### src/rtl/umi_req_arbiter_if.sv
// UMI request bundle between NREQ requesters and one host request port.
// The slave modport is the arbiter side; the master modport is the requester/host side.
interface umi_req_arbiter_if #(
  parameter int unsigned NREQ       = 4,
  parameter int unsigned CMD_WIDTH  = 32,
  parameter int unsigned ADDR_WIDTH = 64,
  parameter int unsigned DATA_WIDTH = 128
) ();
  logic [NREQ-1:0]            in_req_valid;
  logic [NREQ*CMD_WIDTH-1:0]  in_req_cmd;
  logic [NREQ*ADDR_WIDTH-1:0] in_req_dstaddr;
  logic [NREQ*ADDR_WIDTH-1:0] in_req_srcaddr;
  logic [NREQ*DATA_WIDTH-1:0] in_req_data;
  logic [NREQ-1:0]            in_req_ready;
  logic                       out_req_valid;
  logic [CMD_WIDTH-1:0]       out_req_cmd;
  logic [ADDR_WIDTH-1:0]      out_req_dstaddr;
  logic [ADDR_WIDTH-1:0]      out_req_srcaddr;
  logic [DATA_WIDTH-1:0]      out_req_data;
  logic                       out_req_ready;
  logic [NREQ-1:0]            out_grant;

  modport slave (
    input  in_req_valid, in_req_cmd, in_req_dstaddr, in_req_srcaddr, in_req_data,
    input  out_req_ready,
    output in_req_ready,
    output out_req_valid, out_req_cmd, out_req_dstaddr, out_req_srcaddr, out_req_data,
    output out_grant
  );

  modport master (
    output in_req_valid, in_req_cmd, in_req_dstaddr, in_req_srcaddr, in_req_data,
    output out_req_ready,
    input  in_req_ready,
    input  out_req_valid, out_req_cmd, out_req_dstaddr, out_req_srcaddr, out_req_data,
    input  out_grant
  );
endinterface

### src/rtl/umi_req_arbiter.sv
// Round-robin arbiter sharing one registered UMI host request port among NREQ requesters.
// Optional per-requester saturating grant counters: define UMI_REQ_ARBITER_GRANT_CNT_EN.
module umi_req_arbiter #(
  parameter int unsigned NREQ       = 4,
  parameter int unsigned CMD_WIDTH  = 32,
  parameter int unsigned ADDR_WIDTH = 64,
  parameter int unsigned DATA_WIDTH = 128
) (
  input  logic              clk,
  input  logic              reset,
  umi_req_arbiter_if.slave  bus
`ifdef UMI_REQ_ARBITER_GRANT_CNT_EN
  ,
  output logic [NREQ*16-1:0] grant_cnt
`endif
);

  localparam int unsigned PtrW = (NREQ > 1) ? $clog2(NREQ) : 1;

  logic [PtrW-1:0]       ptr_q, ptr_d;
  logic                  valid_q;
  logic [NREQ-1:0]       grant_q;
  logic [CMD_WIDTH-1:0]  cmd_q, sel_cmd;
  logic [ADDR_WIDTH-1:0] dstaddr_q, sel_dstaddr;
  logic [ADDR_WIDTH-1:0] srcaddr_q, sel_srcaddr;
  logic [DATA_WIDTH-1:0] data_q, sel_data;

  logic                  load;
  logic                  win_found;
  logic [PtrW-1:0]       win_off, win_idx;
  logic [PtrW:0]         win_sum, nxt_sum;
  logic [NREQ-1:0]       win_oh;
  logic [2*NREQ-1:0]     dbl_valid;
  logic [NREQ-1:0]       rot_valid;

  assign load = !valid_q || bus.out_req_ready;

  // Rotate valids so bit 0 is the requester at ptr; the lowest set bit is the winner offset.
  always_comb begin
    dbl_valid = {bus.in_req_valid, bus.in_req_valid};
    rot_valid = NREQ'(dbl_valid >> ptr_q);
    win_found = |rot_valid;
    win_off   = '0;
    for (int i = NREQ - 1; i >= 0; i--) begin
      if (rot_valid[i]) win_off = PtrW'(i);
    end
    win_sum = {1'b0, ptr_q} + {1'b0, win_off};
    win_idx = (win_sum >= (PtrW+1)'(NREQ)) ? PtrW'(win_sum - (PtrW+1)'(NREQ))
                                           : win_sum[PtrW-1:0];
    win_oh  = win_found ? (NREQ'(1) << win_idx) : '0;
    nxt_sum = {1'b0, win_idx} + (PtrW+1)'(1);
    ptr_d   = (nxt_sum >= (PtrW+1)'(NREQ)) ? '0 : nxt_sum[PtrW-1:0];
  end

  always_comb begin
    sel_cmd     = '0;
    sel_dstaddr = '0;
    sel_srcaddr = '0;
    sel_data    = '0;
    for (int i = 0; i < NREQ; i++) begin
      if (win_oh[i]) begin
        sel_cmd     = bus.in_req_cmd[i*CMD_WIDTH +: CMD_WIDTH];
        sel_dstaddr = bus.in_req_dstaddr[i*ADDR_WIDTH +: ADDR_WIDTH];
        sel_srcaddr = bus.in_req_srcaddr[i*ADDR_WIDTH +: ADDR_WIDTH];
        sel_data    = bus.in_req_data[i*DATA_WIDTH +: DATA_WIDTH];
      end
    end
  end

  // Combinational out_req_ready -> in_req_ready path; integrators must account for it.
  assign bus.in_req_ready = load ? win_oh : '0;

  always_ff @(posedge clk or posedge reset) begin
    if (reset) begin
      ptr_q     <= '0;
      valid_q   <= 1'b0;
      grant_q   <= '0;
      cmd_q     <= '0;
      dstaddr_q <= '0;
      srcaddr_q <= '0;
      data_q    <= '0;
    end else if (load) begin
      valid_q <= win_found;
      grant_q <= win_oh;
      if (win_found) begin
        ptr_q     <= ptr_d;
        cmd_q     <= sel_cmd;
        dstaddr_q <= sel_dstaddr;
        srcaddr_q <= sel_srcaddr;
        data_q    <= sel_data;
      end
    end
  end

  assign bus.out_req_valid   = valid_q;
  assign bus.out_grant       = grant_q;
  assign bus.out_req_cmd     = cmd_q;
  assign bus.out_req_dstaddr = dstaddr_q;
  assign bus.out_req_srcaddr = srcaddr_q;
  assign bus.out_req_data    = data_q;

`ifdef UMI_REQ_ARBITER_GRANT_CNT_EN
  logic [15:0] cnt_q [NREQ];

  always_ff @(posedge clk or posedge reset) begin
    if (reset) begin
      for (int i = 0; i < NREQ; i++) cnt_q[i] <= '0;
    end else begin
      for (int i = 0; i < NREQ; i++) begin
        if (load && win_oh[i] && (cnt_q[i] != 16'hFFFF)) cnt_q[i] <= cnt_q[i] + 16'd1;
      end
    end
  end

  always_comb begin
    grant_cnt = '0;
    for (int i = 0; i < NREQ; i++) grant_cnt[i*16 +: 16] = cnt_q[i];
  end
`endif

endmodule

### src/flat_wrapper.sv
// flat-port wrapper written by rule: the top's interface ports become plain ports
module umi_req_arbiter_flat 
#(
  parameter int unsigned NREQ       = 4,
  parameter int unsigned CMD_WIDTH  = 32,
  parameter int unsigned ADDR_WIDTH = 64,
  parameter int unsigned DATA_WIDTH = 128
)
  (clk, reset, bus_in_req_valid, bus_in_req_cmd, bus_in_req_dstaddr, bus_in_req_srcaddr, bus_in_req_data, bus_out_req_ready, bus_in_req_ready, bus_out_req_valid, bus_out_req_cmd, bus_out_req_dstaddr, bus_out_req_srcaddr, bus_out_req_data, bus_out_grant);
  umi_req_arbiter_if #(.NREQ(NREQ), .CMD_WIDTH(CMD_WIDTH), .ADDR_WIDTH(ADDR_WIDTH), .DATA_WIDTH(DATA_WIDTH)) bus_i ();
  input  logic clk;
  input  logic reset;
  input wire logic [$bits(bus_i.in_req_valid)-1:0] bus_in_req_valid;
  input wire logic [$bits(bus_i.in_req_cmd)-1:0] bus_in_req_cmd;
  input wire logic [$bits(bus_i.in_req_dstaddr)-1:0] bus_in_req_dstaddr;
  input wire logic [$bits(bus_i.in_req_srcaddr)-1:0] bus_in_req_srcaddr;
  input wire logic [$bits(bus_i.in_req_data)-1:0] bus_in_req_data;
  input wire logic [$bits(bus_i.out_req_ready)-1:0] bus_out_req_ready;
  output wire logic [$bits(bus_i.in_req_ready)-1:0] bus_in_req_ready;
  output wire logic [$bits(bus_i.out_req_valid)-1:0] bus_out_req_valid;
  output wire logic [$bits(bus_i.out_req_cmd)-1:0] bus_out_req_cmd;
  output wire logic [$bits(bus_i.out_req_dstaddr)-1:0] bus_out_req_dstaddr;
  output wire logic [$bits(bus_i.out_req_srcaddr)-1:0] bus_out_req_srcaddr;
  output wire logic [$bits(bus_i.out_req_data)-1:0] bus_out_req_data;
  output wire logic [$bits(bus_i.out_grant)-1:0] bus_out_grant;
  assign bus_i.in_req_valid = bus_in_req_valid;
  assign bus_i.in_req_cmd = bus_in_req_cmd;
  assign bus_i.in_req_dstaddr = bus_in_req_dstaddr;
  assign bus_i.in_req_srcaddr = bus_in_req_srcaddr;
  assign bus_i.in_req_data = bus_in_req_data;
  assign bus_i.out_req_ready = bus_out_req_ready;
  assign bus_in_req_ready = bus_i.in_req_ready;
  assign bus_out_req_valid = bus_i.out_req_valid;
  assign bus_out_req_cmd = bus_i.out_req_cmd;
  assign bus_out_req_dstaddr = bus_i.out_req_dstaddr;
  assign bus_out_req_srcaddr = bus_i.out_req_srcaddr;
  assign bus_out_req_data = bus_i.out_req_data;
  assign bus_out_grant = bus_i.out_grant;
  umi_req_arbiter #(.NREQ(NREQ), .CMD_WIDTH(CMD_WIDTH), .ADDR_WIDTH(ADDR_WIDTH), .DATA_WIDTH(DATA_WIDTH)) u_core (.clk(clk), .reset(reset), .bus(bus_i));
endmodule
### config.mk
export PLATFORM = sky130hd
export DESIGN_NAME = umi_req_arbiter_flat
export DESIGN_NICKNAME = d
export VERILOG_FILES = /design/src/rtl/umi_req_arbiter_if.sv /design/src/rtl/umi_req_arbiter.sv /design/src/flat_wrapper.sv
export SDC_FILE = /design/constraint.sdc
export NUM_CORES = 1
export LEC_CHECK = 0
export ABC_AREA = 1
export CAP_MARGIN = 25
export CORE_AREA = 10 10 566 568
export DETAILED_ROUTE_END_ITERATION = 10
export DIE_AREA = 0 0 576 578
export SLEW_MARGIN = 0
export SYNTH_ARGS = -nofsm -noshare
export SYNTH_HDL_FRONTEND = slang
export SYNTH_SLANG_ARGS = --single-unit
### constraint.sdc
create_clock -name clk -period 13.1 [get_ports clk]
set_input_delay 1.31 -clock clk [delete_from_list [all_inputs] [get_ports clk]]
set_output_delay 1.31 -clock clk [all_outputs]
set_load 0.01 [all_outputs]
==> results.json <==
{
  "yosys.area.top_type_share": 0.3274,
  "fmax_ghz": 0.1637,
  "p_sw_mw": 10.89,
  "antenna_found_initial": 189,
  "slew_violations": 0,
  "clk_path_buf_depth": 3,
  "layout-drive-gt1-share": 0.02743,
  "synth_cells": 5035,
  "synth_fp_nets": 6199,
  "cts_tree": "built",
  "ys_seq_area_frac": 0.2772,
  "synth_area_leaders": "nand2_1 (33%), dfrtp_1 (28%), nor2_1 (12%)",
  "drv_cap": 0,
  "post-place-cells": 10311,
  "crit_top_cell": "inv_1",
  "setup_viol": 0,
  "drt_iter0_drc": 2722,
  "layout.cells.non_filler": 10458,
  "die_h_um": 578,
  "synth_top_area_cell": "nand2_1",
  "wire_per_inst_um": 26.01,
  "power-per-cell-area_nw_per_um2": 368.8,
  "swShare": 0.6322,
  "floorplan.initialDensity": 0.08637,
  "hold_class": "flop to flop",
  "synth-seq-cells": 295,
  "cts_buffers": 46,
  "max_stage_delay_ns": 1.08,
  "die_w_um": 576,
  "hold_buffers": 0,
  "grt_pass1_wl_mm": 346.3,
  "syn_area_um2": 26630,
  "io_buffers": 1455,
  "final_cell_mix": "nand2_1 (2,323), clkdlybuf4s50_1 (1,453), nor2_1 (869)",
  "hpwlAfterDp_mm": 231.6,
  "h-tree-depth": 2,
  "clkTransAtPathRegs_ns": 0.05,
  "core_region_area_um2": 308300,
  "reg2reg_to": "u_core.bus.out_req_data[12]",
  "p_leak_nw": 23.58,
  "rows": 204,
  "wirelength_mm": 272.0,
  "drc_errors": 0,
  "cp.required_ns": 11.79,
  "grt_max_degree": 171,
  "reg2reg_slack_ns": 7.95,
  "tns_ns": 0,
  "period_share": 0.4662,
  "num_vias": 36281,
  "hold_violations": 0,
  "power_frac_seq": 0.098,
  "post-cts-setup-buffer-count": 0,
  "crit_type": "primary input to primary output",
  "io_pins": 1456,
  "tightest_slew_ns": 1.057,
  "critPathSlowestCell": "clkdlybuf4s50_1",
  "hold_slack_ns": 0.4763,
  "slew_headroom": 0.2956,
  "viasPerCell": 3.469,
  "overflow": 0,
  "place_congestion": 0.9300,
  "p_comb_frac": 0.819,
  "die_area_um2": 332900,
  "cp-end-kind": "primary output",
  "nFillCells": 36254,
  "r2r-start": "u_core.ptr_q[0]",
  "syn_to_final_growth_pct": 75.44,
  "peakVddDrop_v": 0.0003231,
  "ant_nets": 0,
  "layout_commonest_cell": "nand2_1",
  "crit_fanout": 20,
  "period_needed_ns": 6.108,
  "final_nets": 7403,
  "path_cells": "clkdlybuf4s50_1 > nand2_1 > nand3_1 > nand2_1 > nand3_1 > a21boi_0 > ha_1 > inv_1 > xor2_1 > inv_1 > ha_4 > inv_1 > nor2_1 > clkdlybuf4s50_1",
  "post_cts_resized": 0,
  "status": "complete, no violations",
  "rsz0062_at_grt": "no",
  "track_usage": 0.1543,
  "skew_ns": 0.04285,
  "synth_warnings": 0,
  "crit_path_end": "bus_in_req_ready[0]",
  "syn_avg_cell_area_um2": 5.289,
  "grt_pass1_vias": 35020,
  "clock_latency_ns": 0.68,
  "drtPass1Iterations": 6,
  "critPathLaunch": "bus_in_req_valid[3]",
  "synth.distinct_cells": 21,
  "worst_ep_arrival_time_ns": 4.80,
  "cts_root_buf": "clkbuf_16",
  "cts_sinks": 295,
  "internal_power_mw": 6.337,
  "start_kind": "primary input",
  "pwr-share-clk": 0.083,
  "r2r_cells": 21
}
[synthesized netlist by cell type (all sizes together)]
master / number
nand2: 2328
buf: 230
a21boi: 1
o21ai: 6
nand3: 586
clkinv: 1
inv: 591
clkbuf: 119
nor2: 871
dfrtp: 295
xor2: 2
ha: 5
[layout make-up]
type	instances	area (um2)	area share
diodes	67	167.7	0.003589
clock buffers	63	1326	0.02839
clock inverters	17	282.8	0.006052
inverters	592	2250	0.04815
multi-input cells	3799	15160	0.3245
flip-flops and latches	295	7382	0.1580
well taps	4120	5155	0.1103
repair buffers	1505	15000	0.3210
[critical path, delay by kind of cell]
kind                     cells  cell delay [ns]
AO/OA/AOI/OAI                1             0.20
buffers and inverters        5             1.87
adder cells (fa/ha/maj)      2             0.61
XOR/XNOR                     1             0.18
AND/OR/NAND/NOR              5             0.58
[cells by family (layout without fill, tap and decap cells)]
family	Yosys count	after routing	share of synthesized area
compound gates	7	7	0.001410
xor+xnor	2	2	0.0006579
other cells	0	67	0
flops	295	295	0.2772
buf+inv	941	2177	0.1558
simple gates	3785	3785	0.5626
fa+ha+maj	5	5	0.002349
[worst min path at each step]
stage,startpoint,endpoint,slack [ns],depth (start not counted)
4_1_cts,u_core.bus.out_req_data[80],u_core.bus.out_req_data[80],0.48,2
3_3_place_gp,u_core.bus.out_req_data[52],u_core.bus.out_req_data[52],0.46,2
3_5_place_dp,u_core.bus.out_req_data[52],u_core.bus.out_req_data[52],0.46,2
5_1_grt,u_core.bus.out_req_data[122],u_core.bus.out_req_data[122],0.49,2
6_report,u_core.bus.out_req_dstaddr[17],u_core.bus.out_req_dstaddr[17],0.48,2
2_1_floorplan,u_core.bus.out_req_cmd[0],u_core.bus.out_req_cmd[0],0.52,2
[power by group through the flow]
| stage | sequential [mW] | combinational, mW | clock, mW |
|---|---|---|---|
| after floorplan | 1.81 | 8.37 | 0 |
| after global placement | 1.70 | 14.3 | 0 |
| after detailed placement | 1.70 | 14.3 | 0 |
| after CTS | 1.69 | 14.4 | 1.48 |
| after global routing | 1.74 | 15.8 | 1.50 |
| final | 1.69 | 14.1 | 1.42 |
[state kept, by name (all words and copies together), names as in the netlist]
signal	count
u_core.bus.out_req_data	128
u_core.bus.out_req_dstaddr	64
u_core.bus.out_req_srcaddr	64
u_core.bus.out_req_cmd	32
u_core.bus.out_grant	4
u_core.ptr_q	2
u_core.bus.out_req_valid	1
[routing by layer]
| metal | GRT usage | vias to the layer above | routed length, um |
|---|---|---|---|
| li1 | - | 17355 | - |
| met1 | 0.1752 | 16781 | 104800 |
| met3 | 0.08986 | 370 | 37840 |
| met4 | 0.04311 | 82 | 8138 |
| met2 | 0.2457 | 1693 | 120700 |
| met5 | 0 | - | 515 |
[through the flow]
| step | cell area (um2) | util | power [mW] | worst slack, ns |
|---|---|---|---|---|
| 3_5_place_dp | 44940 | 0.1458 | 16.04 | 6.789 |
| 6_report | 46720 | 0.1515 | 17.23 | 6.992 |
| 5_1_grt | 46600 | 0.1511 | 19.04 | 6.612 |
| 4_1_cts | 46550 | 0.1510 | 17.57 | 6.799 |
| 3_3_place_gp | 44940 | 0.1458 | 16.02 | 6.780 |
| 2_1_floorplan | 26630 | - | 10.18 | 3.643 |
Power figures use the tool's default switching activity.
